==> config.mk <==
export PLATFORM = sky130hd
export DESIGN_NAME = instr_dispatch_flat
export DESIGN_NICKNAME = d
export VERILOG_FILES = /design/src/rtl/instr_dispatch_if.sv /design/src/rtl/instr_dispatch.sv /design/src/flat_wrapper.sv
export SDC_FILE = /design/constraint.sdc
export NUM_CORES = 1
export LEC_CHECK = 0
export BUFFER_PORTS_ARGS = -buffer_cell sky130_fd_sc_hd__buf_2
export CORE_ASPECT_RATIO = 1.5
export CORE_MARGIN = 4
export CORE_UTILIZATION = 45
export DETAILED_ROUTE_END_ITERATION = 8
export PLACE_DENSITY = 0.72
export SKIP_CTS_REPAIR_TIMING = 1
export SYNTH_ARGS = -nofsm -noshare
export SYNTH_HDL_FRONTEND = slang
export SYNTH_SLANG_ARGS = --single-unit
==> constraint.sdc <==
create_clock -name clk -period 4.3 [get_ports clk]
set_input_delay 1.29 -clock clk [delete_from_list [all_inputs] [get_ports clk]]
set_output_delay 1.29 -clock clk [all_outputs]
set_load 0.1 [all_outputs]
==> src/rtl/instr_dispatch_if.sv <==
// ---------------------------------------------------------------------------
// instr_dispatch_if
// Bundle between the fetch/dispatch sequencer and its surroundings: the
// synchronous instruction ROM and the opcode executor FSMs.
//
// Signals
//   imem_addr   : ROM address (equals the sequencer's pc)
//   imem_rdata  : ROM data, valid one clock after imem_addr
//   fullBitNum  : instruction word broadcast to the executors (0 = NOP)
//   exec_active : high while an instruction is being executed
//   PC_inc      : executor pulse, advance pc by one
//   pc_load     : executor pulse, load pc from pc_load_val (wins over PC_inc)
//   pc_load_val : branch target
//   done        : OR of all executor done pulses
//
// Handshake: the sequencer "offers" an instruction by holding a non-zero
// fullBitNum with exec_active=1; that offer stays stable until the cycle in
// which done=1 is sampled, which retires the instruction. PC_inc/pc_load/done
// only carry meaning while exec_active=1 and are ignored at any other time.
//
// Modports
//   master : the sequencer side (instr_dispatch)
//   slave  : the ROM/executor side
// ---------------------------------------------------------------------------
interface instr_dispatch_if #(
  parameter int ADDR_W = 8
) ();
  logic [ADDR_W-1:0] imem_addr;
  logic [15:0]       imem_rdata;
  logic [15:0]       fullBitNum;
  logic              exec_active;
  logic              PC_inc;
  logic              pc_load;
  logic [ADDR_W-1:0] pc_load_val;
  logic              done;

  modport master (
    output imem_addr, fullBitNum, exec_active,
    input  imem_rdata, PC_inc, pc_load, pc_load_val, done
  );

  modport slave (
    input  imem_addr, fullBitNum, exec_active,
    output imem_rdata, PC_inc, pc_load, pc_load_val, done
  );
endinterface

==> src/rtl/instr_dispatch.sv <==
// ---------------------------------------------------------------------------
// instr_dispatch
// Instruction fetch/dispatch sequencer. Owns the pc, reads the synchronous
// instruction ROM, broadcasts each instruction on fullBitNum to the opcode
// executors, waits for their done strobe, then drives one NOP cycle so every
// executor falls back to idle before the next instruction.
//
// Ports
//   clk, rst     : clock, synchronous active-high reset
//   run          : level, permits fetching new instructions
//   bus          : instr_dispatch_if.master (ROM + executor signals)
//   halted       : sticky, the halt opcode was reached
//   timeout_err  : sticky, an executor never returned done
//   instr_count  : retired-instruction counter (wraps)
//   state_dbg    : current FSM state encoding
// ---------------------------------------------------------------------------
module instr_dispatch #(
  parameter int         ADDR_W  = 8,
  parameter int         TIMEOUT = 32,
  parameter logic [3:0] HALT_OP = 4'b1111
) (
  input  logic                   clk,
  input  logic                   rst,
  input  logic                   run,
  instr_dispatch_if.master       bus,
  output logic                   halted,
  output logic                   timeout_err,
  output logic [15:0]            instr_count,
  output logic [2:0]             state_dbg
);

  localparam int TW = $clog2(TIMEOUT + 1);

  typedef enum logic [2:0] {
    S_IDLE  = 3'd0,
    S_FETCH = 3'd1,
    S_LOAD  = 3'd2,
    S_EXEC  = 3'd3,
    S_CLEAR = 3'd4,
    S_HALT  = 3'd5,
    S_ERROR = 3'd6
  } state_t;

  state_t            state, state_next;
  logic [ADDR_W-1:0] pc, pc_next;
  logic [15:0]       count_next;
  logic [15:0]       fbn, fbn_next;
  logic [TW-1:0]     timer, timer_next;
  logic [3:0]        opcode;

  assign opcode = bus.imem_rdata[15:12];

  always_ff @(posedge clk) begin
    if (rst) begin
      state       <= S_IDLE;
      pc          <= '0;
      instr_count <= '0;
      fbn         <= '0;
      timer       <= '0;
    end else begin
      state       <= state_next;
      pc          <= pc_next;
      instr_count <= count_next;
      fbn         <= fbn_next;
      timer       <= timer_next;
    end
  end

  always_comb begin
    state_next = state;
    pc_next    = pc;
    count_next = instr_count;
    timer_next = timer;
    // fullBitNum is zero everywhere except while an instruction is in EXEC.
    fbn_next   = '0;

    case (state)
      S_IDLE: begin
        if (run) state_next = S_FETCH;
      end

      // ROM samples imem_addr=pc on the edge leaving FETCH; data is valid in LOAD.
      S_FETCH: begin
        state_next = S_LOAD;
      end

      S_LOAD: begin
        if (opcode == 4'h0) begin
          // NOP retires locally without bothering the executors.
          pc_next    = pc + ADDR_W'(1);
          count_next = instr_count + 16'd1;
          state_next = run ? S_FETCH : S_IDLE;
        end else if (opcode == HALT_OP) begin
          state_next = S_HALT;
        end else begin
          fbn_next   = bus.imem_rdata;
          timer_next = '0;
          state_next = S_EXEC;
        end
      end

      S_EXEC: begin
        fbn_next   = fbn;
        timer_next = timer + TW'(1);
        if (bus.pc_load)     pc_next = bus.pc_load_val;
        else if (bus.PC_inc) pc_next = pc + ADDR_W'(1);
        // done wins over the timeout check, so done in the last allowed
        // cycle still retires the instruction.
        if (bus.done) begin
          count_next = instr_count + 16'd1;
          fbn_next   = '0;
          state_next = S_CLEAR;
        end else if (timer == TW'(TIMEOUT - 1)) begin
          fbn_next   = '0;
          state_next = S_ERROR;
        end
      end

      S_CLEAR: begin
        state_next = run ? S_FETCH : S_IDLE;
      end

      S_HALT:  state_next = S_HALT;
      S_ERROR: state_next = S_ERROR;

      default: state_next = S_IDLE;
    endcase
  end

  assign bus.imem_addr   = pc;
  assign bus.fullBitNum  = fbn;
  assign bus.exec_active = (state == S_EXEC);
  assign halted          = (state == S_HALT);
  assign timeout_err     = (state == S_ERROR);
  assign state_dbg       = state;

endmodule
==> src/flat_wrapper.sv <==
// flat-port wrapper written by rule: the top's interface ports become plain ports
module instr_dispatch_flat 
#(
  parameter int         ADDR_W  = 8,
  parameter int         TIMEOUT = 32,
  parameter logic [3:0] HALT_OP = 4'b1111
)
  (clk, rst, run, halted, timeout_err, instr_count, state_dbg, bus_imem_addr, bus_fullBitNum, bus_exec_active, bus_imem_rdata, bus_PC_inc, bus_pc_load, bus_pc_load_val, bus_done);
  instr_dispatch_if #(.ADDR_W(ADDR_W)) bus_i ();
  input  logic clk;
  input  logic rst;
  input  logic run;
  output logic halted;
  output logic timeout_err;
  output logic [15:0] instr_count;
  output logic [2:0] state_dbg;
  output wire logic [$bits(bus_i.imem_addr)-1:0] bus_imem_addr;
  output wire logic [$bits(bus_i.fullBitNum)-1:0] bus_fullBitNum;
  output wire logic [$bits(bus_i.exec_active)-1:0] bus_exec_active;
  input wire logic [$bits(bus_i.imem_rdata)-1:0] bus_imem_rdata;
  input wire logic [$bits(bus_i.PC_inc)-1:0] bus_PC_inc;
  input wire logic [$bits(bus_i.pc_load)-1:0] bus_pc_load;
  input wire logic [$bits(bus_i.pc_load_val)-1:0] bus_pc_load_val;
  input wire logic [$bits(bus_i.done)-1:0] bus_done;
  assign bus_imem_addr = bus_i.imem_addr;
  assign bus_fullBitNum = bus_i.fullBitNum;
  assign bus_exec_active = bus_i.exec_active;
  assign bus_i.imem_rdata = bus_imem_rdata;
  assign bus_i.PC_inc = bus_PC_inc;
  assign bus_i.pc_load = bus_pc_load;
  assign bus_i.pc_load_val = bus_pc_load_val;
  assign bus_i.done = bus_done;
  instr_dispatch #(.ADDR_W(ADDR_W), .TIMEOUT(TIMEOUT), .HALT_OP(HALT_OP)) u_core (.clk(clk), .rst(rst), .run(run), .bus(bus_i), .halted(halted), .timeout_err(timeout_err), .instr_count(instr_count), .state_dbg(state_dbg));
endmodule
==> results of run 1 <==
==> stage by stage <==
| step | hold slack [ns] | worst slack [ns] | area, um^2 | power [mW] |
|---|---|---|---|---|
| floorplan | 0.466 | 0.220 | 2380 | 0.599 |
| global placement | 0.450 | 1.30 | 2730 | 0.631 |
| detailed placement | 0.453 | 1.26 | 2730 | 0.633 |
| CTS | 0.478 | 1.05 | 2820 | 0.902 |
| global route | 0.495 | 0.927 | 2820 | 0.929 |
| finish | 0.475 | 1.05 | 2820 | 0.891 |
==> registers in the layout, summed over array words and instances, names as in the netlist <==
signal,cells
u_core.instr_count,16
u_core.timer,6
u_core.bus.imem_addr,8
u_core.state_dbg,3
u_core.bus.fullBitNum,16
==> final cells by class <==
class,count,area [um^2],area share (%)
multi-input combinational,193,1270,45.1
sequential,49,981,34.8
timing repair buffer,76,383,13.6
inverter,3,11.3,0.399
tap,68,85.1,3.02
clock buffer,7,86.3,3.06
==> critical path, cell delays in order, from the launching register on <==
cell,delay [ns]
dfxtp_1,0.70
inv_1,0.30
nor3b_2,0.22
buf_2,0.45
==> cells by family after synthesis <==
kind of cell    Yosys count  share of synthesized area, %
compound gates           98                          28.0
simple gates             90                          23.1
flops                    49                          41.4
buf+inv                  18                          5.17
fa+ha+maj                 3                          1.58
xor+xnor                  1                         0.369
mux                       1                         0.422
==> per-layer routing <==
metal | wire length (um) | vias up | global-route usage [%]
met5 | 0 | - | 0
met4 | 83 | 0 | 6.25
met3 | 450 | 8 | 4.88
met2 | 2760 | 80 | 27.7
met1 | 2440 | 1081 | 23.2
li1 | - | 1139 | -
==> report_power, final <==
part	internal, mW	switching, mW	leakage, nW	total [mW]
registers	0.463	0.0168	0.396	0.480
clock network	0.128	0.140	0.0443	0.268
logic	0.0346	0.108	0.692	0.143
==> cell usage in the layout (no fill, tap or decap), types with 5 or more instances in the layout <==
cell      Yosys  routed
dfxtp_1      49      49
or4_1        11      11
nand4_1       7       7
o31ai_1      10      10
buf_2         0      75
and2_1        6       6
o21ai_0      19      19
clkbuf_8      2       6
nand2_1      16      16
nor2_1       12      12
nand3_1       7       7
a21oi_1      30      30
or3_1         5       5
a22o_1       15      15
==> path summary, 6_finish.rpt <==
path | start | depth (start not counted) | to
worst max register to register | u_core.state_dbg[0]$_SDFFE_PP0P_ | 4 | u_core.bus.fullBitNum[13]$_SDFFE_PP0P_
worst max-delay path | u_core.state_dbg[0]$_SDFFE_PP0P_ | 3 | halted
worst min register to register | u_core.bus.fullBitNum[15]$_SDFFE_PP0P_ | 1 | u_core.bus.fullBitNum[15]$_SDFFE_PP0P_
worst min-delay path | u_core.bus.fullBitNum[15]$_SDFFE_PP0P_ | 1 | u_core.bus.fullBitNum[15]$_SDFFE_PP0P_
==> impl_metrics.toml, run 1 <==
[run_status]
outcome = "completed"

[cts]
clkTransAtPathRegs_ns = 0.08
cts.sinks = 49
cts_buffer_depth = 2
tritoncts = "done"
htree_levels = 2
cts_buffers = 5
cts_root_buf = "clkbuf_8"
clk_latency_ns = 0.30

[timing]
clock.fmax_ghz = 0.307
rsz0062_at_grt = "no"
fin_crit_sh_pct = 75.6
tightestPinTransition_ns = 0.996
period_needed_ns = 3.25
final.setup.tns_ns = 0
setup_violations = 0
slew_headroom_pct = 33.4
final_max_slew_viol_count = 0
fin_skew_ns = 0.00647
finalHoldViolCount = 0

[synthesis]
ys.flop_type = "dfxtp_1"
async_flop_share_pct = 0
synth_edf_count = 0
yosysWarnings = 0
netlist_instances = 260
synthTopCellsByArea = "dfxtp_1 (41%), a21oi_1 (6.3%), a22o_1 (5.5%), o21ai_0 (4.0%), or4_1 (3.5%)"
yosys_register_bits = 49
synth.top_cell.area_share_pct = 41.4
yosysTopAreaCell = "dfxtp_1"
synth_most_common_cell = "dfxtp_1"
ys_seq_area_share_pct = 41.4
synth.top_cells.by_count = "dfxtp_1 (49), a21oi_1 (30), o21ai_0 (19), nand2_1 (16), a22o_1 (15)"
syn_area_per_cell_um2 = 9.12
synth_fp_nets = 293
synth_cell_types = 53
syn_area_um2 = 2370

[floorplan]
core_area_um2 = 5120
die_w_um = 67.3
rows = 32
die_y_um = 96.9
io_pins = 76
start_util_pct = 46.3
dieArea_um2 = 6520

[run]
maxCapViolCount = 0

[power_and_ir_drop]
peakVddDrop_mv = 0.229
leakagePower_nw = 1.13
p_per_area_nw_per_um2 = 316

[layout]
final_layout_size_suffix_gt1_share_pct = 28.4
diodes = 0
fin_nets = 361
final_util_pct = 55.0
fillCellCount = 513
instances_no_fill = 396
syn2layout_area_growth_pct = 18.9

[grt]
grt_overflow_total = 0
antenna_found_initial = 0
grtUsageTotal_pct = 17.8
grt_pass1_wl_um = 9430
grt_pass1_vias = 2087
grt_max_degree = 38

[setup_path]
critPathRequiredTime_ns = 3.01
critPathCaptureType = "output pin"
cp-start-kind = "flop"
critPathKind = "flop to output pin"
r2r_slack_ns = 1.92
crit_fanout = 18
arrival_ns = 1.96

[drt]
ant_nets = 0
routed_via_density = 5.83
drt_iter0_markers = 134
drc = 0
routedWlPerCell_um = 14.5
dr.pass1.iters = 4
via_count = 2308
routed_wl_um = 5740

[placed_design]
portBuffers = 75
dp.cells = 389
gp_congestion = 0.831
dp_hpwl_um = 4090

[worst_hold_path]
hp-class = "flop to flop"
(Power assumes the default switching activity.)
==> run 2: changes to the inputs <==
- clock period: 4.3 -> 3 ns (I/O delays scaled with it)
==> run 2 against run 1 <==
- utilization increased by 1.6 points
- clock-buffer cell count unchanged
- sequential share of layout area decreased by 0.96 points
==> impl_metrics.toml, run 2 (synthesis gave the netlist of run 1 again) <==
[layout]
mostFrequentLayoutCell = "buf_2"
most-common-layout-cells = "buf_2 (75), dfxtp_1 (48), a21oi_1 (30), o21ai_0 (19), nand2_1 (16)"
fin_nets = 366
final_layout_size_suffix_gt1_share_pct = 30.5
diodes = 0
syn2layout_area_growth_pct = 22.4

[placed_design]
portBuffers = 75
gp_congestion = 0.791
dp_hpwl_um = 4150

[timing]
clock.fmax_ghz = 0.387
tightestPinTransition_ns = 0.759
rsz0062_at_grt = "no"
setup_violations = 0
slew_headroom_pct = 48.8
fin_skew_ns = 0.00952
finalHoldViolCount = 0
fin_crit_sh_pct = 86.2
final.setup.tns_ns = 0
period_needed_ns = 2.58
final_max_slew_viol_count = 0

[power_and_ir_drop]
peakVddDrop_mv = 0.358
p_int_uw = 990
p_switching_uw = 386
sw_frac_of_total_pct = 28.0
p_clk_share_pct = 34.6
totalPowerFinal_mw = 1.38
p_seq_share_pct = 49.4
leakagePower_nw = 1.17
p_per_area_nw_per_um2 = 474
p_comb_share_pct = 15.9

[drt]
ant_nets = 0
drc = 0
routed_wl_um = 5700
via_count = 2297
drt_iter0_markers = 71
routed_via_density = 5.71
dr.pass1.iters = 4
routedWlPerCell_um = 14.2

[setup_path]
r2r-start = "u_core.state_dbg[1]$_SDFFE_PP0P_"
crit_chain = "and3b_2, buf_2"
cp-start-kind = "flop"
crit_start = "u_core.state_dbg[1]$_SDFFE_PP0P_"
critPathCaptureType = "output pin"
cp_top_family = "flip-flops"
critPathRequiredTime_ns = 2.10
critPathMaxStageDelay_ns = 0.63
crit_path_top_delay_cell = "dfxtp_1"
crit_fanout = 15
crit_buf_inv = 1
arrival_ns = 1.68
critPathKind = "flop to output pin"

[grt]
grtUsageMet1_pct = 20.5
grt_overflow_total = 0
antenna_found_initial = 0
grt_pass1_vias = 2096
grtUsageMet3_pct = 4.88
grt_pass1_wl_um = 9360
grtUsageTotal_pct = 17.8
top_usage_layer = "met2"
grtUsageMet2_pct = 30.0
grt_max_degree = 31

[floorplan]
dieArea_um2 = 6520
start_util_pct = 46.3
die_y_um = 96.9
rows = 32
io_pins = 76
die_w_um = 67.3
core_area_um2 = 5120

[worst_hold_path]
hp-start = "u_core.bus.fullBitNum[8]$_SDFFE_PP0P_"
hp-class = "flop to flop"

[cts]
clk_latency_ns = 0.30
tritoncts = "done"
cts_buffers = 5
clkTransAtPathRegs_ns = 0.08
cts_root_buf = "clkbuf_8"
htree_levels = 2
cts.sinks = 49
cts_buffer_depth = 2

[run]
maxCapViolCount = 0

[run_status]
outcome = "completed"
==> run 2: metrics by stage <==
step / setup slack [ns] / hold slack, ns / cells / area (um^2) / utilization (%)
floorplan: -0.0791 / 0.466 / 260 / 2390 / -
global placement: 0.395 / 0.454 / 394 / 2790 / 54.4
detailed placement: 0.330 / 0.453 / 394 / 2790 / 54.4
CTS: 0.401 / 0.479 / 402 / 2900 / 56.6
global route: 0.304 / 0.500 / 402 / 2900 / 56.6
finish: 0.415 / 0.475 / 402 / 2900 / 56.6
==> run 2: cell type report <==
cell class	count	area, um^2
fill	516	2220
multi-input combinational	193	1290
sequential	49	982
timing repair buffer	81	420
clock buffer	7	86.3
tap	68	85.1
clock inverter	1	30.0
inverter	3	11.3
==> run 2: routing by layer <==
layer | share of wire (%) | vias to the layer above
met4 | 1.8 | 0
met5 | 0 | -
met1 | 41 | 1065
met2 | 50 | 76
met3 | 7.0 | 9
li1 | - | 1147
==> run 2: path summary, 6_finish.rpt <==
path	to	slack, ns	cells past startpoint
worst max-delay path	bus_exec_active	0.42	2
worst min-delay path	u_core.bus.fullBitNum[8]$_SDFFE_PP0P_	0.47	1
worst max register to register	u_core.instr_count[15]$_SDFFE_PP0P_	0.69	4
worst min register to register	u_core.bus.fullBitNum[8]$_SDFFE_PP0P_	0.47	1
==> run 2: power groups by stage <==
stage	combinational [mW]	clock (mW)	sequential, mW
finish	0.219	0.476	0.680
floorplan	0.0788	0	0.783
global placement	0.218	0	0.695
detailed placement	0.220	0	0.695
global route	0.233	0.516	0.683
CTS	0.220	0.493	0.680
==> run 2: worst register-to-register path, delay by kind of cell, from the launching register on <==
family          cells  cell delay [ns]
compound gates      2             0.71
flops               1             0.63
simple gates        2             0.90
